`src/rtl/fwd_pkg.sv`:
```
// Shared types and helpers for the operand-forwarding / load-use hazard unit.
package fwd_pkg;

  typedef enum logic {IDLE, WAIT} fwd_state_t;

  localparam int ZERO_REG_DEF = 31;

  function automatic logic [31:0] popcount(input logic [31:0] v);
    logic [31:0] n;
    n = '0;
    for (int b = 0; b < 32; b++) begin
      n = n + {31'd0, v[b]};
    end
    return n;
  endfunction

endpackage

```
`src/rtl/fwd_port_sel.sv`:
```
// Per-source-operand forwarding selector: compares one source address against all
// write stages and picks the youngest eligible match, flagging load-blocked matches.
module fwd_port_sel
  import fwd_pkg::*;
#(
  parameter int DATA_W   = 64,
  parameter int REG_W    = 5,
  parameter int NUM_FWD  = 3,
  parameter int ZERO_REG = ZERO_REG_DEF,
  parameter int IDX_W    = (NUM_FWD > 1) ? $clog2(NUM_FWD) : 1
) (
  input  logic [REG_W-1:0]          src_addr,
  input  logic                      src_used,
  input  logic [DATA_W-1:0]         rf_data,
  input  logic [NUM_FWD-1:0]        stg_wr_en,
  input  logic [NUM_FWD*REG_W-1:0]  stg_wr_addr,
  input  logic [NUM_FWD*DATA_W-1:0] stg_wr_data,
  input  logic [NUM_FWD-1:0]        load_block,
  output logic [DATA_W-1:0]         data,
  output logic                      hit,
  output logic                      hazard,
  output logic [IDX_W-1:0]          hazard_idx
);

  logic [NUM_FWD-1:0] match;
  logic               not_zero;

  assign not_zero = (src_addr != REG_W'(ZERO_REG));

  always_comb begin
    for (int k = 0; k < NUM_FWD; k++) begin
      match[k] = src_used & stg_wr_en[k] & not_zero &
                 (stg_wr_addr[k*REG_W +: REG_W] == src_addr);
    end
  end

  // Walk oldest to youngest so the lowest matching stage overrides the rest.
  always_comb begin
    data       = rf_data;
    hit        = 1'b0;
    hazard     = 1'b0;
    hazard_idx = '0;
    for (int k = NUM_FWD - 1; k >= 0; k--) begin
      if (match[k]) begin
        if (load_block[k]) begin
          hazard     = 1'b1;
          hazard_idx = IDX_W'(k);
        end else begin
          hit  = 1'b1;
          data = stg_wr_data[k*DATA_W +: DATA_W];
        end
      end
    end
  end

endmodule

```
`src/rtl/fwd_hazard_unit.sv`:
```
// Operand forwarding plus load-use stall FSM. Optional saturating statistics
// counters are built only when FWD_STATS_EN is defined; otherwise they read 0.
module fwd_hazard_unit
  import fwd_pkg::*;
#(
  parameter int DATA_W   = 64,
  parameter int REG_W    = 5,
  parameter int NUM_SRC  = 2,
  parameter int NUM_FWD  = 3,
  parameter int LOAD_LAT = 1,
  parameter int ZERO_REG = ZERO_REG_DEF
) (
  input  logic                      clk,
  input  logic                      reset,
  input  logic                      id_valid,
  input  logic [NUM_SRC*REG_W-1:0]  id_src_addr,
  input  logic [NUM_SRC-1:0]        id_src_used,
  input  logic [NUM_SRC*DATA_W-1:0] rf_data,
  input  logic [NUM_FWD-1:0]        stg_wr_en,
  input  logic [NUM_FWD*REG_W-1:0]  stg_wr_addr,
  input  logic [NUM_FWD*DATA_W-1:0] stg_wr_data,
  input  logic [NUM_FWD-1:0]        stg_is_load,
  input  logic                      flush,
  output logic [NUM_SRC*DATA_W-1:0] fwd_data,
  output logic [NUM_SRC-1:0]        fwd_hit,
  output logic                      stall,
  output logic                      bubble,
  output logic [31:0]               stat_fwd_cnt,
  output logic [31:0]               stat_stall_cnt
);

  localparam int IDX_W = (NUM_FWD > 1) ? $clog2(NUM_FWD) : 1;
  localparam int CNT_W = $clog2(LOAD_LAT + 1);

  logic [NUM_FWD-1:0] load_block;
  logic [NUM_SRC-1:0] port_haz;
  logic [IDX_W-1:0]   port_idx [NUM_SRC];
  logic [IDX_W-1:0]   haz_idx;
  logic               hazard;
  logic [CNT_W-1:0]   load_cnt;
  logic [CNT_W-1:0]   cnt;
  fwd_state_t         state;

  always_comb begin
    for (int k = 0; k < NUM_FWD; k++) begin
      load_block[k] = stg_is_load[k] & (k < LOAD_LAT);
    end
  end

  for (genvar i = 0; i < NUM_SRC; i++) begin : g_port
    fwd_port_sel #(
      .DATA_W   (DATA_W),
      .REG_W    (REG_W),
      .NUM_FWD  (NUM_FWD),
      .ZERO_REG (ZERO_REG),
      .IDX_W    (IDX_W)
    ) u_sel (
      .src_addr    (id_src_addr[i*REG_W +: REG_W]),
      .src_used    (id_src_used[i]),
      .rf_data     (rf_data[i*DATA_W +: DATA_W]),
      .stg_wr_en   (stg_wr_en),
      .stg_wr_addr (stg_wr_addr),
      .stg_wr_data (stg_wr_data),
      .load_block  (load_block),
      .data        (fwd_data[i*DATA_W +: DATA_W]),
      .hit         (fwd_hit[i]),
      .hazard      (port_haz[i]),
      .hazard_idx  (port_idx[i])
    );
  end

  // The youngest blocking load across all operands sets the longest stall.
  always_comb begin
    haz_idx = IDX_W'(NUM_FWD - 1);
    for (int i = 0; i < NUM_SRC; i++) begin
      if (port_haz[i] && (port_idx[i] < haz_idx)) haz_idx = port_idx[i];
    end
  end

  assign hazard   = id_valid & (|port_haz);
  assign load_cnt = CNT_W'(LOAD_LAT - 1 - int'(haz_idx));

  always_ff @(posedge clk or negedge reset) begin
    if (!reset) begin
      state <= IDLE;
      cnt   <= '0;
    end else if (flush) begin
      state <= IDLE;
      cnt   <= '0;
    end else begin
      case (state)
        IDLE: begin
          if (hazard) begin
            cnt <= load_cnt;
            if (load_cnt != '0) state <= WAIT;
          end
        end
        WAIT: begin
          cnt <= cnt - CNT_W'(1);
          if (cnt == CNT_W'(1)) state <= IDLE;
        end
        default: state <= IDLE;
      endcase
    end
  end

  // Stall must drop in the same cycle as flush or an asserted reset.
  assign stall  = reset & ~flush & ((state == WAIT) | hazard);
  assign bubble = stall;

`ifdef FWD_STATS_EN
  logic [31:0] fwd_cnt_q;
  logic [31:0] stall_cnt_q;

  function automatic logic [31:0] sat_add(input logic [31:0] a, input logic [31:0] b);
    logic [32:0] s;
    s = {1'b0, a} + {1'b0, b};
    return s[32] ? '1 : s[31:0];
  endfunction

  always_ff @(posedge clk or negedge reset) begin
    if (!reset) begin
      fwd_cnt_q   <= '0;
      stall_cnt_q <= '0;
    end else begin
      if (id_valid && !stall) fwd_cnt_q <= sat_add(fwd_cnt_q, popcount(32'(fwd_hit)));
      if (stall) stall_cnt_q <= sat_add(stall_cnt_q, 32'd1);
    end
  end

  assign stat_fwd_cnt   = fwd_cnt_q;
  assign stat_stall_cnt = stall_cnt_q;
`else
  assign stat_fwd_cnt   = '0;
  assign stat_stall_cnt = '0;
`endif

endmodule

```
`config.mk`:
```
export PLATFORM = sky130hd
export DESIGN_NAME = fwd_hazard_unit
export DESIGN_NICKNAME = d
export VERILOG_FILES = /design/src/rtl/fwd_pkg.sv /design/src/rtl/fwd_port_sel.sv /design/src/rtl/fwd_hazard_unit.sv
export SDC_FILE = /design/constraint.sdc
export NUM_CORES = 1
export LEC_CHECK = 0
export ABC_CLOCK_PERIOD_IN_PS = 3900
export CAP_MARGIN = 20
export CORE_AREA = 5 5 212 214
export DETAILED_ROUTE_END_ITERATION = 8
export DIE_AREA = 0 0 217 219
export GPL_TIMING_DRIVEN = 1
export SLEW_MARGIN = 20
export SYNTH_ARGS = -nofsm -noshare
export SYNTH_HDL_FRONTEND = slang
export SYNTH_SLANG_ARGS = --single-unit
```
`constraint.sdc`:
```
create_clock -name clk -period 3.9 [get_ports clk]
set_input_delay 0.78 -clock clk [delete_from_list [all_inputs] [get_ports clk]]
set_output_delay 0.78 -clock clk [all_outputs]
set_load 0.02 [all_outputs]
```
==> impl_metrics.env, run 1 <==
export IMPL_status="finished, final reports clean"
export IMPL_grt_pass1_wl_mm=68.8
export IMPL_clkTransAtPathRegs_ns=0.03
export IMPL_die_w_um=217
export IMPL_grtUsageTotal_pct=18.8
export IMPL_p_total_w=0.00155
export IMPL_num_vias=10274
export IMPL_nNetsFinal=1815
export IMPL_clock_root_buffer="clkbuf_16"
export IMPL_core_um2=42700
export IMPL_numCtsBuffers=3
export IMPL_ys_ff_latch=2
export IMPL_cp_arrival_ns=3.02
export IMPL_clock_fmax_mhz=263
export IMPL_skew_ns=0.0000760
export IMPL_fin_hold_ws_ns=0.454
export IMPL_wl_per_cell_um=24.6
export IMPL_synth_top_area_share_pct=12.0
export IMPL_drv_cap=0
export IMPL_drc=0
export IMPL_setup_worst_path_class="primary input to output pin"
export IMPL_viasPerCell=5.13
export IMPL_firstDrtPassIters=8
export IMPL_n_antenna_cell=0
export IMPL_multi_input_area_um2=5350
export IMPL_crit_fanout=28
export IMPL_dpl_cell_count=1951
export IMPL_fillers=4589
export IMPL_grt_pass1_vias=10308
export IMPL_htreeDepth=1
export IMPL_worst_slack_ns=0.0957
export IMPL_place_gp_congestion=0.953
export IMPL_start_util_pct=14.7
export IMPL_rsz0062_at_grt="true"
export IMPL_crit_path_start_kind="primary input"
export IMPL_drt_iter0_markers=907
export IMPL_antenna_left=0
export IMPL_fin_crit_sh_pct=97.5
export IMPL_fp_row_count=76
export IMPL_clk_latency_ns=0.22
export IMPL_die_area_um2=47500
export IMPL_place_ws_ns=-0.832
export IMPL_antenna_found_initial=2
export IMPL_synth_warnings=0
export IMPL_hold_violations=0
export IMPL_hpwl_mm=35.5
export IMPL_synth_top_flop_cell="dfrtp_1"
export IMPL_ir_drop_mv=0.0926
export IMPL_syn_inst=906
export IMPL_slew_violations=0
export IMPL_layoutNonFillerInstCount=2002
export IMPL_pin_count=553
export IMPL_port_buffers=486
export IMPL_yosys_area_top_type="a221oi_2"
export IMPL_power_leakage_nw=5.48
export IMPL_syn_to_final_growth_pct=109
export IMPL_grt_ovfl_total=0
export IMPL_regArea_um2=50.0
export IMPL_synth_area_leaders="a221oi_2, a32o_1, buf_4"
export IMPL_synth_edf_count=0
export IMPL_die_y_um=219
export IMPL_grt_max_degree=51
export IMPL_syn_area_um2=6260
export IMPL_syn_avg_cell_area_um2=6.91
export IMPL_ys_types=36
export IMPL_end_kind="output pin"
export IMPL_cts_tree="yes"
export IMPL_layout_drive_gt1_share_pct=26.9
export IMPL_wirelength_mm=49.2
export IMPL_synth_yosys_seq_area_share_pct=0.799
export IMPL_cts_sinks=2
export IMPL_final_cell_mix="clkdlybuf4s50_1, buf_4, nand2_1, buf_2, inv_1"
export IMPL_synth_async_reset_ratio_pct=100
export IMPL_setup_viol=0
export IMPL_final_common_cell="clkdlybuf4s50_1"
export IMPL_clockBufferDepth=2
export IMPL_crit_required_ns=3.12
export IMPL_min_path_type="flop to flop"
export IMPL_final_setup_tns_ns=0
export IMPL_p_per_area_nw_per_um2=119
export IMPL_fin_crit_ns=3.80
## Yosys cell counts, types with 21 or more instances
cell / n
a221oi_2: 50
a2bb2oi_1: 64
a32o_1: 64
and3_1: 66
buf_2: 27
buf_4: 85
clkbuf_1: 70
inv_1: 67
nand2_1: 134
nor2_1: 67
o221ai_1: 64
o32ai_1: 64
xor2_1: 21
## worst max-delay path, stage by stage
cell	delay, ns
clkdlybuf4s50_1	0.46
buf_4	0.16
xor2_1	0.14
nor3_2	0.18
and4_4	0.25
buf_4	0.15
buf_12	0.11
buf_16	0.19
buf_4	0.14
a2bb2oi_1	0.06
a32o_1	0.21
buf_4	0.18
## layout make-up
| type | instances | area share [%] |
|---|---|---|
| Clock buffer | 3 | 0.572 |
| Inverter | 67 | 1.92 |
| Multi-Input combinational cell | 707 | 40.8 |
| Sequential cell | 2 | 0.382 |
| Tap cell | 546 | 5.21 |
| Timing Repair Buffer | 677 | 51.2 |
## through the flow
stage / util [%] / area [um^2]
detailed placement: 29.1 / 12400
global route: 30.7 / 13100
global placement: 29.1 / 12400
CTS: 30.5 / 13000
floorplan: - / 6500
finish: 30.7 / 13100
## metal layers
layer  global-route usage (%)  part of all wire (%)  up-vias  wire [um]
li1                         -                     -     4524          -
met1                     23.6                    39     4973      19400
met2                     32.7                    49      690      24000
met3                     4.35                   9.3       85       4580
met4                     4.32                   2.4        2       1170
met5                        0                 0.026        -         13
## sequential cells by signal (all words and copies together), names as in the netlist
name / cells
cnt: 1
state: 1
## final timing paths
kind / slack [ns] / startpoint / depth (start not counted) / end
setup reg to reg: 3.06 / state / 3 / cnt
hold reg to reg: 0.45 / cnt / 1 / state
min in group asynchronous: 0.75 / reset / 1 / cnt
setup / recovery: 0.1 / stg_wr_addr[2] / 12 / fwd_data[65]
max in group asynchronous: 3.01 / reset / 1 / state
hold / removal: 0.45 / cnt / 1 / state
## timing repair
item	4_1_cts	5_1_grt
buffers inserted	27	8
hold buffers	0	0
cloned	14	0
endpoints found under the setup margin	132	113
pin swaps	19	13
gates resized for setup	542	27
## power by group
| part | switching (W) | internal, W |
|---|---|---|
| Clock | 0.0000249 | 0.000131 |
| Sequential | 0.000000000000000000204 | 0.0000209 |
| Combinational | 0.000673 | 0.000704 |
| Total | 0.000698 | 0.000856 |
## kinds of logic (layout without fill, tap and decap cells)
logic type,Yosys count,in the layout,synth area share (%)
AO/OA/AOI/OAI,328,328,52.4
XOR/XNOR,28,28,3.92
buffers and inverters,260,747,22.1
flip-flops,2,2,0.799
other,1,64,0.0599
AND/OR/NAND/NOR,287,287,20.7
No activity file was read; power rests on OpenSTA's default activity.
==> run 2: changes to the inputs <==
CAP_MARGIN = 5   (was 20)
==> results of run 2 <==
No change in the layout: final DEF, timing and power equal those of run 1.
==> run 3: changes to the inputs <==
SETUP_SLACK_MARGIN = 0.15   (was default)
==> run 3 against run 2 <==
Register-to-register slack hardly changed. Cell area shrank 0.72%. Sequential power barely moved. Count of clock-buffer cells in the layout unchanged. Via count about the same. Combinational power is essentially flat. Worst hold slack got worse by 0.0011 ns.
==> impl_metrics.env, run 3 (same netlist as run 1, synthesis figures left out) <==
export IMPL_status="finished, final reports clean"
export IMPL_clockBufferDepth=2
export IMPL_final_cell_mix="clkdlybuf4s50_1, buf_4, nand2_1, buf_2, inv_1"
export IMPL_final_util_pct=30.5
export IMPL_place_ws_ns=-0.832
export IMPL_n_antenna_cell=0
export IMPL_firstDrtPassIters=5
export IMPL_cts_sinks=2
export IMPL_drt_iter0_markers=936
export IMPL_grt_max_degree=51
export IMPL_die_y_um=219
export IMPL_end_kind="output pin"
export IMPL_critPathLaunch="stg_wr_addr[12]"
export IMPL_hpwl_mm=35.5
export IMPL_num_vias=10273
export IMPL_fin_area_um2=13000
export IMPL_crit_required_ns=3.12
export IMPL_clk_latency_ns=0.22
export IMPL_dpl_cell_area_um2=12400
export IMPL_place_gp_congestion=0.953
export IMPL_drv_cap=0
export IMPL_timing_rr_start="state"
export IMPL_p_per_area_nw_per_um2=118
export IMPL_power_leakage_nw=5.46
export IMPL_antenna_found_initial=3
export IMPL_grtUsageTotal_pct=18.8
export IMPL_clkTransAtPathRegs_ns=0.03
export IMPL_grt_ovfl_total=0
export IMPL_slew_violations=0
export IMPL_setup_viol=0
export IMPL_ff2ff_setup_slack_ns=3.06
export IMPL_crit_path_start_kind="primary input"
export IMPL_fp_row_count=76
export IMPL_worst_slack_ns=0.0880
export IMPL_wirelength_mm=49.6
export IMPL_die_area_um2=47500
export IMPL_start_util_pct=14.7
export IMPL_reg_top3="cnt x1, state x1"
export IMPL_ir_drop_mv=0.0899
export IMPL_die_w_um=217
export IMPL_rsz0062_at_grt="true"
export IMPL_grt_pass1_vias=10282
export IMPL_syn_to_final_growth_pct=108
export IMPL_layout_drive_gt1_share_pct=29.4
export IMPL_drc=0
export IMPL_fin_crit_sh_pct=97.7
export IMPL_grt_pass1_wl_mm=69.0
export IMPL_clock_root_buffer="clkbuf_16"
export IMPL_crit_fanout=16
export IMPL_hold_violations=0
export IMPL_min_from="cnt"
export IMPL_cts_tree="yes"
export IMPL_htreeDepth=1
export IMPL_wl_per_cell_um=24.7
export IMPL_port_buffers=486
export IMPL_cp_arrival_ns=3.03
export IMPL_numCtsBuffers=3
export IMPL_skew_ns=0.0000796
export IMPL_core_um2=42700
export IMPL_clock_fmax_mhz=262
export IMPL_fin_hold_ws_ns=0.453
export IMPL_antenna_left=0
export IMPL_pin_count=553
export IMPL_nNetsFinal=1821
export IMPL_viasPerCell=5.12
export IMPL_final_common_cell="clkdlybuf4s50_1"
export IMPL_fin_crit_ns=3.81
export IMPL_min_path_type="flop to flop"
export IMPL_setup_worst_path_class="primary input to output pin"
==> run 3: report_power, final <==
part | internal [W] | leakage (nW) | switching [W] | total (W)
registers | 0.0000209 | 0.0280 | 0.000000000000000000201 | 0.0000209
logic | 0.000690 | 5.39 | 0.000673 | 0.00136
clock network | 0.000131 | 0.0370 | 0.0000249 | 0.000156
==> run 3: cell type report <==
cell class	count	area, um^2
inverter	67	251
multi-input combinational	707	5360
clock buffer	3	75.1
timing repair buffer	683	6600
sequential	2	50.0
fill	4603	29700
tap	546	683
==> run 3: stage by stage <==
step | setup TNS [ns] | std cells | power [W]
after floorplan | 0 | 969 | 0.000625
final | 0 | 2008 | 0.00154
after detailed placement | -60.37 | 1951 | 0.00139
after global routing | 0 | 2008 | 0.00161
after global placement | -57.13 | 1951 | 0.00139
after CTS | 0 | 1994 | 0.00154
==> run 3: final timing paths <==
kind / depth (start not counted) / end
setup / recovery: 9 / fwd_data[68]
hold / removal: 1 / state
setup reg to reg: 3 / cnt
hold reg to reg: 1 / state
max in group asynchronous: 1 / state
min in group asynchronous: 1 / cnt
==> run 3: worst max-delay path, stage by stage <==
cell and delay (ns):
dlygate4sd2_1 0.27, xor2_1 0.19, a2111oi_4 0.41, and3_4 0.29
buf_12 0.14, buf_12 0.17, o221ai_1 0.14, a32o_1 0.26
dlygate4sd2_1 0.34
==> run 3: metal layers <==
metal / wire, um / up-vias / GRT usage [%]
met5: 31 / - / 0
met4: 1370 / 4 / 3.90
met2: 24100 / 717 / 33.3
li1: - / 4530 / -
met3: 4840 / 117 / 4.19
met1: 19200 / 4905 / 23.5
==> run 3: timing repair <==
action | CTS | global route
endpoints found under the setup margin | 132 | 124
hold buffers | 0 | 0
pin swaps | 21 | 13
gates cloned | 14 | 1
buffers inserted | 26 | 13
resized for setup | 592 | 89
